### config.mk
export PLATFORM = sky130hd
export DESIGN_NAME = if_id_skid_reg
export DESIGN_NICKNAME = d
export VERILOG_FILES = /design/src/rtl/pipe_pkg.sv /design/src/rtl/sat_counter.sv /design/src/rtl/if_id_skid_reg.sv
export SDC_FILE = /design/constraint.sdc
export NUM_CORES = 1
export LEC_CHECK = 0
export ABC_CLOCK_PERIOD_IN_PS = 2800
export BUFFER_PORTS_ARGS = -buffer_cell sky130_fd_sc_hd__buf_2
export CORE_MARGIN = 2
export CORE_UTILIZATION = 47
export CTS_CLUSTER_DIAMETER = 30
export DETAILED_ROUTE_END_ITERATION = 10
export PLACE_DENSITY = 0.71
export SLEW_MARGIN = 20
export SYNTH_ARGS = -nofsm -noshare
export SYNTH_HDL_FRONTEND = slang
export SYNTH_SLANG_ARGS = --single-unit
export TNS_END_PERCENT = 5
### constraint.sdc
create_clock -name i_Clk -period 2.8 [get_ports i_Clk]
set_input_delay 0.56 -clock i_Clk [delete_from_list [all_inputs] [get_ports i_Clk]]
set_output_delay 0.56 -clock i_Clk [all_outputs]
set_load 0.01 [all_outputs]
### src/rtl/pipe_pkg.sv
// Shared pipeline definitions for the IF/ID stage.
//   - ifid_state_e : occupancy state of the elastic IF/ID register
//   - DEF_INS_W / DEF_PC_W : default instruction and PC+4 widths
//   - NOP_ENC : default instruction presented while no real instruction is held
package pipe_pkg;

  typedef enum logic [1:0] {
    EMPTY = 2'd0,
    BUSY  = 2'd1,
    FULL  = 2'd2
  } ifid_state_e;

  localparam int DEF_INS_W = 32;
  localparam int DEF_PC_W  = 30;

  localparam logic [31:0] NOP_ENC = 32'h0000_0000;

endpackage

### src/rtl/sat_counter.sv
// Saturating up-counter.
// Ports:
//   i_Clk  : clock, rising edge
//   Reset  : asynchronous, active-low clear
//   i_Inc  : increment this cycle (ignored once the count is all-ones)
//   o_Cnt  : current count
module sat_counter #(
  parameter int W = 16
) (
  input  logic         i_Clk,
  input  logic         Reset,
  input  logic         i_Inc,
  output logic [W-1:0] o_Cnt
);

  localparam logic [W-1:0] CNT_MAX = '1;

  logic [W-1:0] cnt_q;
  logic [W-1:0] cnt_d;

  always_comb begin
    cnt_d = cnt_q;
    if (i_Inc && (cnt_q != CNT_MAX)) begin
      cnt_d = cnt_q + W'(1);
    end
  end

  always_ff @(posedge i_Clk or negedge Reset) begin
    if (!Reset) begin
      cnt_q <= '0;
    end else begin
      cnt_q <= cnt_d;
    end
  end

  assign o_Cnt = cnt_q;

endmodule

### src/rtl/if_id_skid_reg.sv
// Elastic IF/ID pipeline register with a 2-entry skid buffer (main + skid).
// Fetch sees a ready that is decoded from registered state only, so there is
// no combinational path from decode's ready back to fetch. Entries leave in
// FIFO order: main first, then skid.
//
// Handshake: a transfer happens on a rising edge of i_Clk when valid and
// ready are both 1 on that interface (in: i_Valid & o_Ready, out: o_Valid &
// i_Ready). A producer holding valid must keep its data stable until the
// transfer; both transfers are evaluated on the same edge.
//
// Ports:
//   i_Clk, Reset     : clock (rising edge), async active-low reset
//   i_Flush          : squash every held entry, present a bubble next cycle
//   i_Valid/o_Ready  : fetch side handshake, i_Ins / i_PC4 payload
//   o_Valid/i_Ready  : decode side handshake, o_Ins / o_PC4 payload
//   o_StallCnt       : cycles with o_Valid & ~i_Ready (IFID_PERF_CNT_EN only)
//   o_FlushCnt       : flushes while not EMPTY   (IFID_PERF_CNT_EN only)
//
// Build option: define IFID_PERF_CNT_EN to add the two saturating counters.
module if_id_skid_reg
  import pipe_pkg::*;
#(
  parameter int               INS_W   = DEF_INS_W,
  parameter int               PC_W    = DEF_PC_W,
  parameter logic [INS_W-1:0] NOP_INS = INS_W'(NOP_ENC),
  parameter int               CNT_W   = 16
) (
  input  logic             i_Clk,
  input  logic             Reset,
  input  logic             i_Flush,
  input  logic             i_Valid,
  output logic             o_Ready,
  input  logic [INS_W-1:0] i_Ins,
  input  logic [PC_W-1:0]  i_PC4,
  output logic             o_Valid,
  input  logic             i_Ready,
  output logic [INS_W-1:0] o_Ins,
  output logic [PC_W-1:0]  o_PC4
`ifdef IFID_PERF_CNT_EN
  ,
  output logic [CNT_W-1:0] o_StallCnt,
  output logic [CNT_W-1:0] o_FlushCnt
`endif
);

  if (CNT_W < 1) begin : g_cnt_w_chk
    $error("CNT_W must be at least 1");
  end

  ifid_state_e      state_q,    state_d;
  logic [INS_W-1:0] main_ins_q, main_ins_d;
  logic [PC_W-1:0]  main_pc_q,  main_pc_d;
  logic [INS_W-1:0] skid_ins_q, skid_ins_d;
  logic [PC_W-1:0]  skid_pc_q,  skid_pc_d;

  logic in_xfer;
  logic out_xfer;

  // Both handshake outputs decode registered state only.
  assign o_Ready  = (state_q != FULL);
  assign o_Valid  = (state_q != EMPTY);
  assign in_xfer  = i_Valid & o_Ready;
  assign out_xfer = o_Valid & i_Ready;

  always_comb begin
    state_d    = state_q;
    main_ins_d = main_ins_q;
    main_pc_d  = main_pc_q;
    skid_ins_d = skid_ins_q;
    skid_pc_d  = skid_pc_q;

    if (i_Flush) begin
      // Drops any accepted input; an entry consumed by decode on this edge
      // has already left, so only the bubble remains.
      state_d    = EMPTY;
      main_ins_d = NOP_INS;
      main_pc_d  = '0;
      skid_ins_d = '0;
      skid_pc_d  = '0;
    end else begin
      unique case (state_q)
        EMPTY: begin
          if (in_xfer) begin
            main_ins_d = i_Ins;
            main_pc_d  = i_PC4;
            state_d    = BUSY;
          end
        end
        BUSY: begin
          if (in_xfer && out_xfer) begin
            main_ins_d = i_Ins;
            main_pc_d  = i_PC4;
          end else if (in_xfer) begin
            skid_ins_d = i_Ins;
            skid_pc_d  = i_PC4;
            state_d    = FULL;
          end else if (out_xfer) begin
            main_ins_d = NOP_INS;
            main_pc_d  = '0;
            state_d    = EMPTY;
          end
        end
        FULL: begin
          if (out_xfer) begin
            main_ins_d = skid_ins_q;
            main_pc_d  = skid_pc_q;
            skid_ins_d = '0;
            skid_pc_d  = '0;
            state_d    = BUSY;
          end
        end
        default: begin
          state_d    = EMPTY;
          main_ins_d = NOP_INS;
          main_pc_d  = '0;
          skid_ins_d = '0;
          skid_pc_d  = '0;
        end
      endcase
    end
  end

  always_ff @(posedge i_Clk or negedge Reset) begin
    if (!Reset) begin
      state_q    <= EMPTY;
      main_ins_q <= NOP_INS;
      main_pc_q  <= '0;
      skid_ins_q <= '0;
      skid_pc_q  <= '0;
    end else begin
      state_q    <= state_d;
      main_ins_q <= main_ins_d;
      main_pc_q  <= main_pc_d;
      skid_ins_q <= skid_ins_d;
      skid_pc_q  <= skid_pc_d;
    end
  end

  // Bubble values are held in the main register, not muxed on the way out.
  assign o_Ins = main_ins_q;
  assign o_PC4 = main_pc_q;

`ifdef IFID_PERF_CNT_EN
  sat_counter #(.W(CNT_W)) u_stall_cnt (
    .i_Clk (i_Clk),
    .Reset (Reset),
    .i_Inc (o_Valid & ~i_Ready),
    .o_Cnt (o_StallCnt)
  );

  sat_counter #(.W(CNT_W)) u_flush_cnt (
    .i_Clk (i_Clk),
    .Reset (Reset),
    .i_Inc (i_Flush & (state_q != EMPTY)),
    .o_Cnt (o_FlushCnt)
  );
`endif

endmodule

==> results of run 1 <==
[final cells by class]
cell class	instances	area (µm²)	share of cell area
clock buffers	27	533	0.0758
clock inverters	5	75.1	0.0107
inverters	64	240	0.0342
multi-input cells	271	2050	0.291
flip-flops and latches	126	3150	0.448
well taps	147	184	0.0262
repair buffers	146	798	0.114
[stage by stage]
| stage | total power (µW) | hold WS (ns) | cell area [µm²] | instances |
|---|---|---|---|---|
| finish | 4830 | 0.145 | 7030 | 786 |
| global route | 5030 | 0.168 | 7030 | 786 |
| CTS | 4860 | 0.154 | 7030 | 786 |
| detailed placement | 2630 | 0.468 | 6420 | 754 |
| global placement | 2610 | 0.465 | 6420 | 754 |
| floorplan | 2360 | 0.264 | 5650 | 502 |
[sequential cells by signal, indices dropped and copies added (netlist names)]
signal	cells
o_Ins	32
skid_ins_q	32
o_PC4	30
skid_pc_q	30
state_q	2
[synthesized netlist by cell type]
cell type	n	share of area
buf_4	1	0.0013
nor2_8	1	0.0035
o21ai_1	1	0.00088
nor3b_1	1	0.0013
and2b_2	1	0.0015
mux2i_1	62	0.11
o21ai_2	1	0.0015
nor2b_1	4	0.0044
buf_6	6	0.012
nor2_1	2	0.0013
o21ai_0	1	0.00088
a21oi_1	2	0.0018
dfrtp_1	126	0.56
clkbuf_1	16	0.011
nand2_1	64	0.043
o21bai_1	1	0.0013
a21oi_2	1	0.0015
o2bb2ai_1	62	0.096
buf_2	18	0.016
o31ai_4	1	0.0038
a22oi_1	62	0.082
nor3_1	1	0.00088
inv_1	64	0.043
o22a_1	1	0.0015
a21o_1	1	0.0013
and2b_1	1	0.0013
[worst paths after layout]
check | startpoint | slack [ns] | cells past startpoint | end
setup / recovery | state_q[0]$_DFFE_PN0P_ | 0.68 | 3 | o_Ready
hold / removal | Reset | 0.15 | 1 | o_Ins[14]$_DFFE_PN0P_
setup reg to reg | state_q[0]$_DFFE_PN0P_ | 0.68 | 5 | o_PC4[17]$_DFFE_PN0P_
hold reg to reg | o_PC4[16]$_DFFE_PN0P_ | 0.48 | 1 | o_PC4[16]$_DFFE_PN0P_
max in group asynchronous | Reset | 1.98 | 2 | o_PC4[2]$_DFFE_PN0P_
min in group i_Clk | i_PC4[12] | 0.40 | 3 | skid_pc_q[12]$_DFFE_PN0P_
[worst register-to-register path: cells and delay by family (launching register included)]
family,cells,cell delay [ns]
flip-flops,1,0.45
buffers and inverters,2,0.78
AO/OA/AOI/OAI,2,0.34
AND/OR/NAND/NOR,1,0.47
[logic make-up after synthesis]
kind of cell,after synthesis,synth area share
and+or+nand+nor,75,0.0569
muxes,62,0.110
DFF,126,0.558
buffers and inverters,105,0.0824
AOI/OAI and AO/OA,134,0.193
[placed cells by master (no fill, tap or decap), types with 3 or more instances in the layout]
cell type / n
buf_2: 129
dfrtp_1: 126
inv_1: 64
nand2_1: 64
a22oi_1: 62
o2bb2ai_1: 62
mux2i_1: 62
clkbuf_16: 17
buf_4: 15
clkbuf_8: 7
nor2b_1: 3
clkinv_2: 3
clkbuf_1: 3
[routing by layer]
layer | up-vias | share of wire
met5 | - | 0.00091
met4 | 2 | 0.0085
met3 | 15 | 0.057
met2 | 147 | 0.48
met1 | 2288 | 0.45
li1 | 2001 | -
[power groups by stage]
stage	Clock [µW]	Sequential (µW)	Combinational, µW
3_3_place_gp	0	2030	577
5_1_grt	2360	2020	651
3_5_place_dp	0	2030	597
2_1_floorplan	0	2050	311
6_report	2230	2010	589
4_1_cts	2260	2010	597
==> metrics.md, run 1 <==
| Metric | Value |
|---|---|
| Number of global-route vias before repair | 4588 |
| Initial antenna violation count | 1 |
| Rel. slew slack | 0.627 |
| Die X | 114 µm |
| Power density cells | 687 mW/mm² |
| Final Worst Setup Slack | 0.680 ns |
| Busiest grt layer | met2 |
| Drt pass-1 iters | 5 |
| Pre-CTS setup slack | 0.698 ns |
| Maximum root-to-sink buffer count | 2 |
| DRC viols | 0 |
| Slowest CP cell | and2b_2 |
| Cell Area, Synth | 0.00565 mm² |
| Final nets | 693 |
| First-pass GRT wire length | 23.7 mm |
| Clk pwr share | 0.462 |
| Internal | 3640 µW |
| Ys Warns | 0 |
| All-Layer GR Usage | 0.236 |
| Gr ovfl total | 0 |
| Post-CTS Setup Inserts | 0 |
| IO Pins | 131 |
| Fin crit period | 2.12 ns |
| Pin count of the biggest net entering global routing | 52 |
| Met1 Use GR | 0.318 |
| Worst Path Buf+Inv | 2 |
| ANT nets after route | 0 |
| Post-Route Skew | 0.00486 ns |
| CP Cell Sequence | and2b_2, inv_1, buf_2 |
| Post-synth cell types | 26 |
| Fin crit share | 0.757 |
| Fillers | 1002 |
| Critical Path Max Stage Delay | 0.47 ns |
| Post-cts resize count | 0 |
| Worst Setup End Kind | output port |
| Vias per cell | 5.67 |
| HP Class | input port to async pin |
| Die height | 114 µm |
| Register area share after synthesis | 0.558 |
| Clk pin slew, worst setup/hold paths | 0.05 ns |
| Worst ir drop on vdd | 0.320 mV |
| CTS tree | done |
| RSZ-0062 raised after global routing | false |
| Sw power | 1190 µW |
| Post-synth net total | 569 |
| Flop pwr share | 0.416 |
| Syn Area/Cell | 11.3 µm² |
| Root Driver | clkbuf_16 |
| FP Rows | 40 |
| CP Launch Type | flop |
| Synthesis-to-finish area growth | 24.4% |
| PortBufs | 130 |
| Overall via count from detail_route | 4453 |
| Combinational Power Share | 0.122 |
| GR Layer Usage met3 | 0.0776 |
| Pleak | 0.00350 µW |
| Die Area | 0.0129 mm² |
| Crit path DAT | 1.56 ns |
| H-tree Lvls | 4 |
| Post-cts hold buffer count | 0 |
| Setup-failing EPs final | 0 |
| Highest Clock Rate | 472 MHz |
| Final Hold Vio Count | 0 |
| CTS Buf Count | 17 |
| Iter 0 DRT Violations | 335 |
| HPWL after DPL | 9.24 mm |
| Post-synthesis cell count | 502 |
| CP Max Fanout | 16 |
| CTS sink count | 126 |
| Diode count | 0 |
| Switch share | 0.246 |
| Maxcap violations | 0 |
| WP data required | 2.24 ns |
| GPL Wtd Cong | 0.767 |
| Fraction of layout cells with a size suffix above 1 | 0.285 |
| WS Path Type | flop to output port |
| Sum Neg Setup Slack | 0 ns |
| Top delay family on crit path | simple AND/OR/NAND/NOR gates |
| Core Util, Final | 0.593 |
| WL per Instance | 18.2 µm |
| Measured slew at the worst slew-check pin | 0.559 ns |
| Initial Utilization | 0.476 |
| CORE AREA | 0.0119 mm² |
| Worst skew pair latency | 0.41 ns |
| Outcome | finished, final reports clean |
| Pins Over Slew Limit | 0 |
| Met2 usage | 0.361 |
| Detailed Route WL | 14.3 mm |
| Flop and latch count out of synthesis | 126 |
Note: power is estimated with default switching activity, not from simulation.
==> run 2: changes to the inputs <==
ABC_AREA = 1   (was default)
ABC_CLOCK_PERIOD_IN_PS = 2050   (was 2800)
PLACE_DENSITY = 0.69   (was 0.71)
clock period = 2.05 ns   (was 2.8 ns; I/O delays follow)
==> run 2 against run 1 <==
Clock skew up 0.0034 ns; first-iteration DRC count up 88%; setup slack worse by 0.58 ns; sequential cell count unchanged; combinational power rose to 3.0 times the previous value; clock power up 24%; global-route usage down 0.12 points; synthesized cell count up 120%; total power up 54%; routed wire length up 28%; highest routed layer is now met4; area after synthesis up 27%.
==> metrics.md, run 2 <==
| Metric | Value |
|---|---|
| Post-synth top area share | 0.438 (-0.119) |
| Sw power | 2400 µW (+100%) |
| FP Rows | 45 (+13%) |
| Register area share after synthesis | 0.438 (-0.119) |
| Crit path DAT | 1.54 ns (-0.02 ns) |
| Die Area | 0.0163 mm² (+26%) |
| Worst Path Buf+Inv | 2 (unchanged) |
| CORE AREA | 0.0151 mm² (+27%) |
| Most common library cells after synthesis | nand2_1, dfrtp_1, inv_1 |
| Final Hold Vio Count | 0 (unchanged) |
| Clk pin slew, worst setup/hold paths | 0.05 ns (about the same) |
| Overall via count from detail_route | 6784 (+52%) |
| WP data required | 1.64 ns (-0.60 ns) |
| Clk pwr share | 0.370 (-0.092) |
| PortBufs | 130 (unchanged) |
| Post-synthesis cell count | 1094 (+120%) |
| Setup slack, reg-to-reg | 0.33 ns (-0.35 ns) |
| Flop and latch count out of synthesis | 126 (unchanged) |
| DRC viols | 0 (unchanged) |
| Sum Neg Setup Slack | 0 ns (unchanged) |
| Synthesis-to-finish area growth | 18.8% |
| All-Layer GR Usage | 0.235 (-0.00124) |
| CP Launch Type | flop |
| Pins Over Slew Limit | 0 (unchanged) |
| Setup-failing EPs final | 0 (unchanged) |
| Measured slew at the worst slew-check pin | 0.557 ns (-0.00215 ns) |
| Critical Path Max Stage Delay | 0.49 ns (+0.02 ns) |
| Iter 0 DRT Violations | 630 (+88%) |
| CP Cell Sequence | inv_4, nand2_1, buf_2 |
| Area leader, netlist | dfrtp_1 |
| Top delay family on crit path | flip-flops |
| Switch share | 0.322 (+0.0756) |
| H-tree Lvls | 4 (unchanged) |
| Most common cell after layout, fill and taps aside | nand2_1 |
| Cell Area, Synth | 0.00719 mm² (+27%) |
| Diode count | 0 (unchanged) |
| Die X | 128 µm (+12%) |
| Post-Route Skew | 0.00825 ns (+0.00339 ns) |
| GPL Wtd Cong | 0.787 (+2.7%) |
| Post-synth EDFFs | 0 (unchanged) |
| Post-synth net total | 1161 (+100%) |
| Gr ovfl total | 0 (unchanged) |
| First-pass GRT wire length | 30.7 mm (+29%) |
| Core Util, Final | 0.566 (-0.0268) |
| Final nets | 1263 (+82%) |
| Rel. slew slack | 0.629 (+0.00143) |
| FF-to-FF path depth | 6 (+1) |
| CTS tree | done |
| Hold Path Stages | 3 |
| Initial antenna violation count | 0 (-1) |
| Drt pass-1 iters | 7 (+2) |
| Pin count of the biggest net entering global routing | 126 (+140%) |
| Flop pwr share | 0.391 (-0.025) |
| Post-synth cell types | 19 (-27%) |
| Ys flop type | dfrtp_1 |
| CP Max Fanout | 19 (+3) |
| Post-CTS Setup Inserts | 0 (unchanged) |
| WS Path Type | flop to output port |
| Post-synth ARST share | 1.00 (unchanged) |
| Internal | 5060 µW (+39%) |
| Most numerous cell in the Yosys netlist | nand2_1 |
| IO Pins | 131 (unchanged) |
| Highest Clock Rate | 514 MHz |
| HP Class | input port to flop |
| Slowest CP cell | dfrtp_1 |
| Initial Utilization | 0.477 (about the same) |
| ANT nets after route | 0 (unchanged) |
| Syn Area/Cell | 6.57 µm² (-42%) |
| Pleak | 0.00503 µW (+44%) |
| Worst Setup End Kind | output port |
| Number of global-route vias before repair | 6158 (+34%) |
| Fin crit share | 0.950 |
| HPWL after DPL | 11.6 mm (+25%) |
| Power density cells | 874 mW/mm² (+27%) |
| Worst ir drop on vdd | 0.654 mV (+100%) |
| Root Driver | clkbuf_16 |
| Detailed Route WL | 18.3 mm (+28%) |
| Fillers | 1486 (+48%) |
| RSZ-0062 raised after global routing | false |
| Die height | 128 µm (+12%) |
| Fraction of layout cells with a size suffix above 1 | 0.162 (-0.123) |
| Ys Warns | 0 (unchanged) |
| Most frequent cells in the layout | nand2_1, buf_2, inv_1 |
| Fin crit period | 1.95 ns |
| Maximum root-to-sink buffer count | 2 (unchanged) |
| Combinational Power Share | 0.239 (+0.117) |
| Worst skew pair latency | 0.42 ns (about the same) |
| CTS sink count | 126 (unchanged) |
| CTS Buf Count | 17 (unchanged) |
| Maxcap violations | 0 (unchanged) |
| Synth area leaders | dfrtp_1, nand2_1, nand3_1 |
| Worst path depth | 3 (unchanged) |
| WL per Instance | 13.1 µm (-28%) |
| Vias per cell | 4.86 (-14%) |
| Outcome | finished, final reports clean |
-- run 2: cell count changes in the layout (fill, tap and decap cells not counted), sizes merged, moves of 62 or more --
cell / previous run / this run
mux2i: 62 / 0
inv: 64 / 131
a22oi: 62 / 0
nand2: 64 / 507
o2bb2ai: 62 / 0
nor2: 3 / 70
nand3: 0 / 126
-- run 2: worst paths after layout --
| kind | end | startpoint |
|---|---|---|
| max | o_Ready | state_q[0]$_DFFE_PN0P_ |
| min | state_q[1]$_DFFE_PN0P_ | i_Valid |
| max reg2reg | skid_pc_q[0]$_DFFE_PN0P_ | state_q[0]$_DFFE_PN0P_ |
| min reg2reg | o_PC4[13]$_DFFE_PN0P_ | o_PC4[13]$_DFFE_PN0P_ |
| max in group asynchronous | skid_ins_q[0]$_DFFE_PN0P_ | Reset |
| min in group asynchronous | o_PC4[8]$_DFFE_PN0P_ | Reset |
-- run 2: metal layers --
metal  GRT usage  vias up  routed length [µm]
met4      0.0724        0                 246
li1            -     3518                   -
met3      0.0530       21                 932
met2       0.363      172                8410
met5           0        -                   0
met1       0.331     3073                8730
-- run 2: through the flow --
step / hold slack [ns] / worst slack, ns / power, µW / std cells / cell area (µm²)
6_report: 0.311 / 0.103 / 7460 / 1395 / 8540
2_1_floorplan: 0.114 / 0.639 / 4100 / 1094 / 7190
4_1_cts: 0.293 / 0.0829 / 7540 / 1395 / 8540
3_3_place_gp: 0.382 / 0.386 / 4730 / 1364 / 8000
3_5_place_dp: 0.379 / 0.344 / 4750 / 1364 / 8000
5_1_grt: 0.324 / 0.00852 / 7900 / 1395 / 8540
-- run 2: what timing repair did --
action | in CTS | in global routing
hold endpoints to repair | 44 | 0
gates resized for setup | 1 | 0
hold buffers | 1 | 0
setup endpoints to repair | 1 | 0
-- run 2: power by group through the flow --
stage	registers (µW)	clock network [µW]	logic, µW
after floorplan	3000	0	1100
after global placement	2950	0	1780
final	2920	2760	1790
after detailed placement	2950	0	1800
after CTS	2920	2820	1810
after global routing	2950	2920	2030
-- run 2: cells by family after synthesis --
kind of cell,Yosys count,synth area share
AO/OA/AOI/OAI,64,0.0451
buffers and inverters,201,0.122
flip-flops,126,0.438
AND/OR/NAND/NOR,703,0.394
-- run 2: area by class of cell --
cell class | instances | area [µm²] | area share
clock inverter | 9 | 70.1 | 0.00820
tap | 188 | 235 | 0.0275
sequential | 126 | 3150 | 0.369
clock buffer | 21 | 460 | 0.0539
inverter | 131 | 497 | 0.0582
timing repair buffer | 153 | 957 | 0.112
multi-input combinational | 767 | 3170 | 0.371
-- run 2: worst reg2reg max path: stages (launching register included) --
cell and delay [ns]:
dfrtp_1 0.54, nand2_2 0.13, nor2_4 0.13, nand2_2 0.09
nand3_4 0.08, buf_4 0.44, o21ai_0 0.17
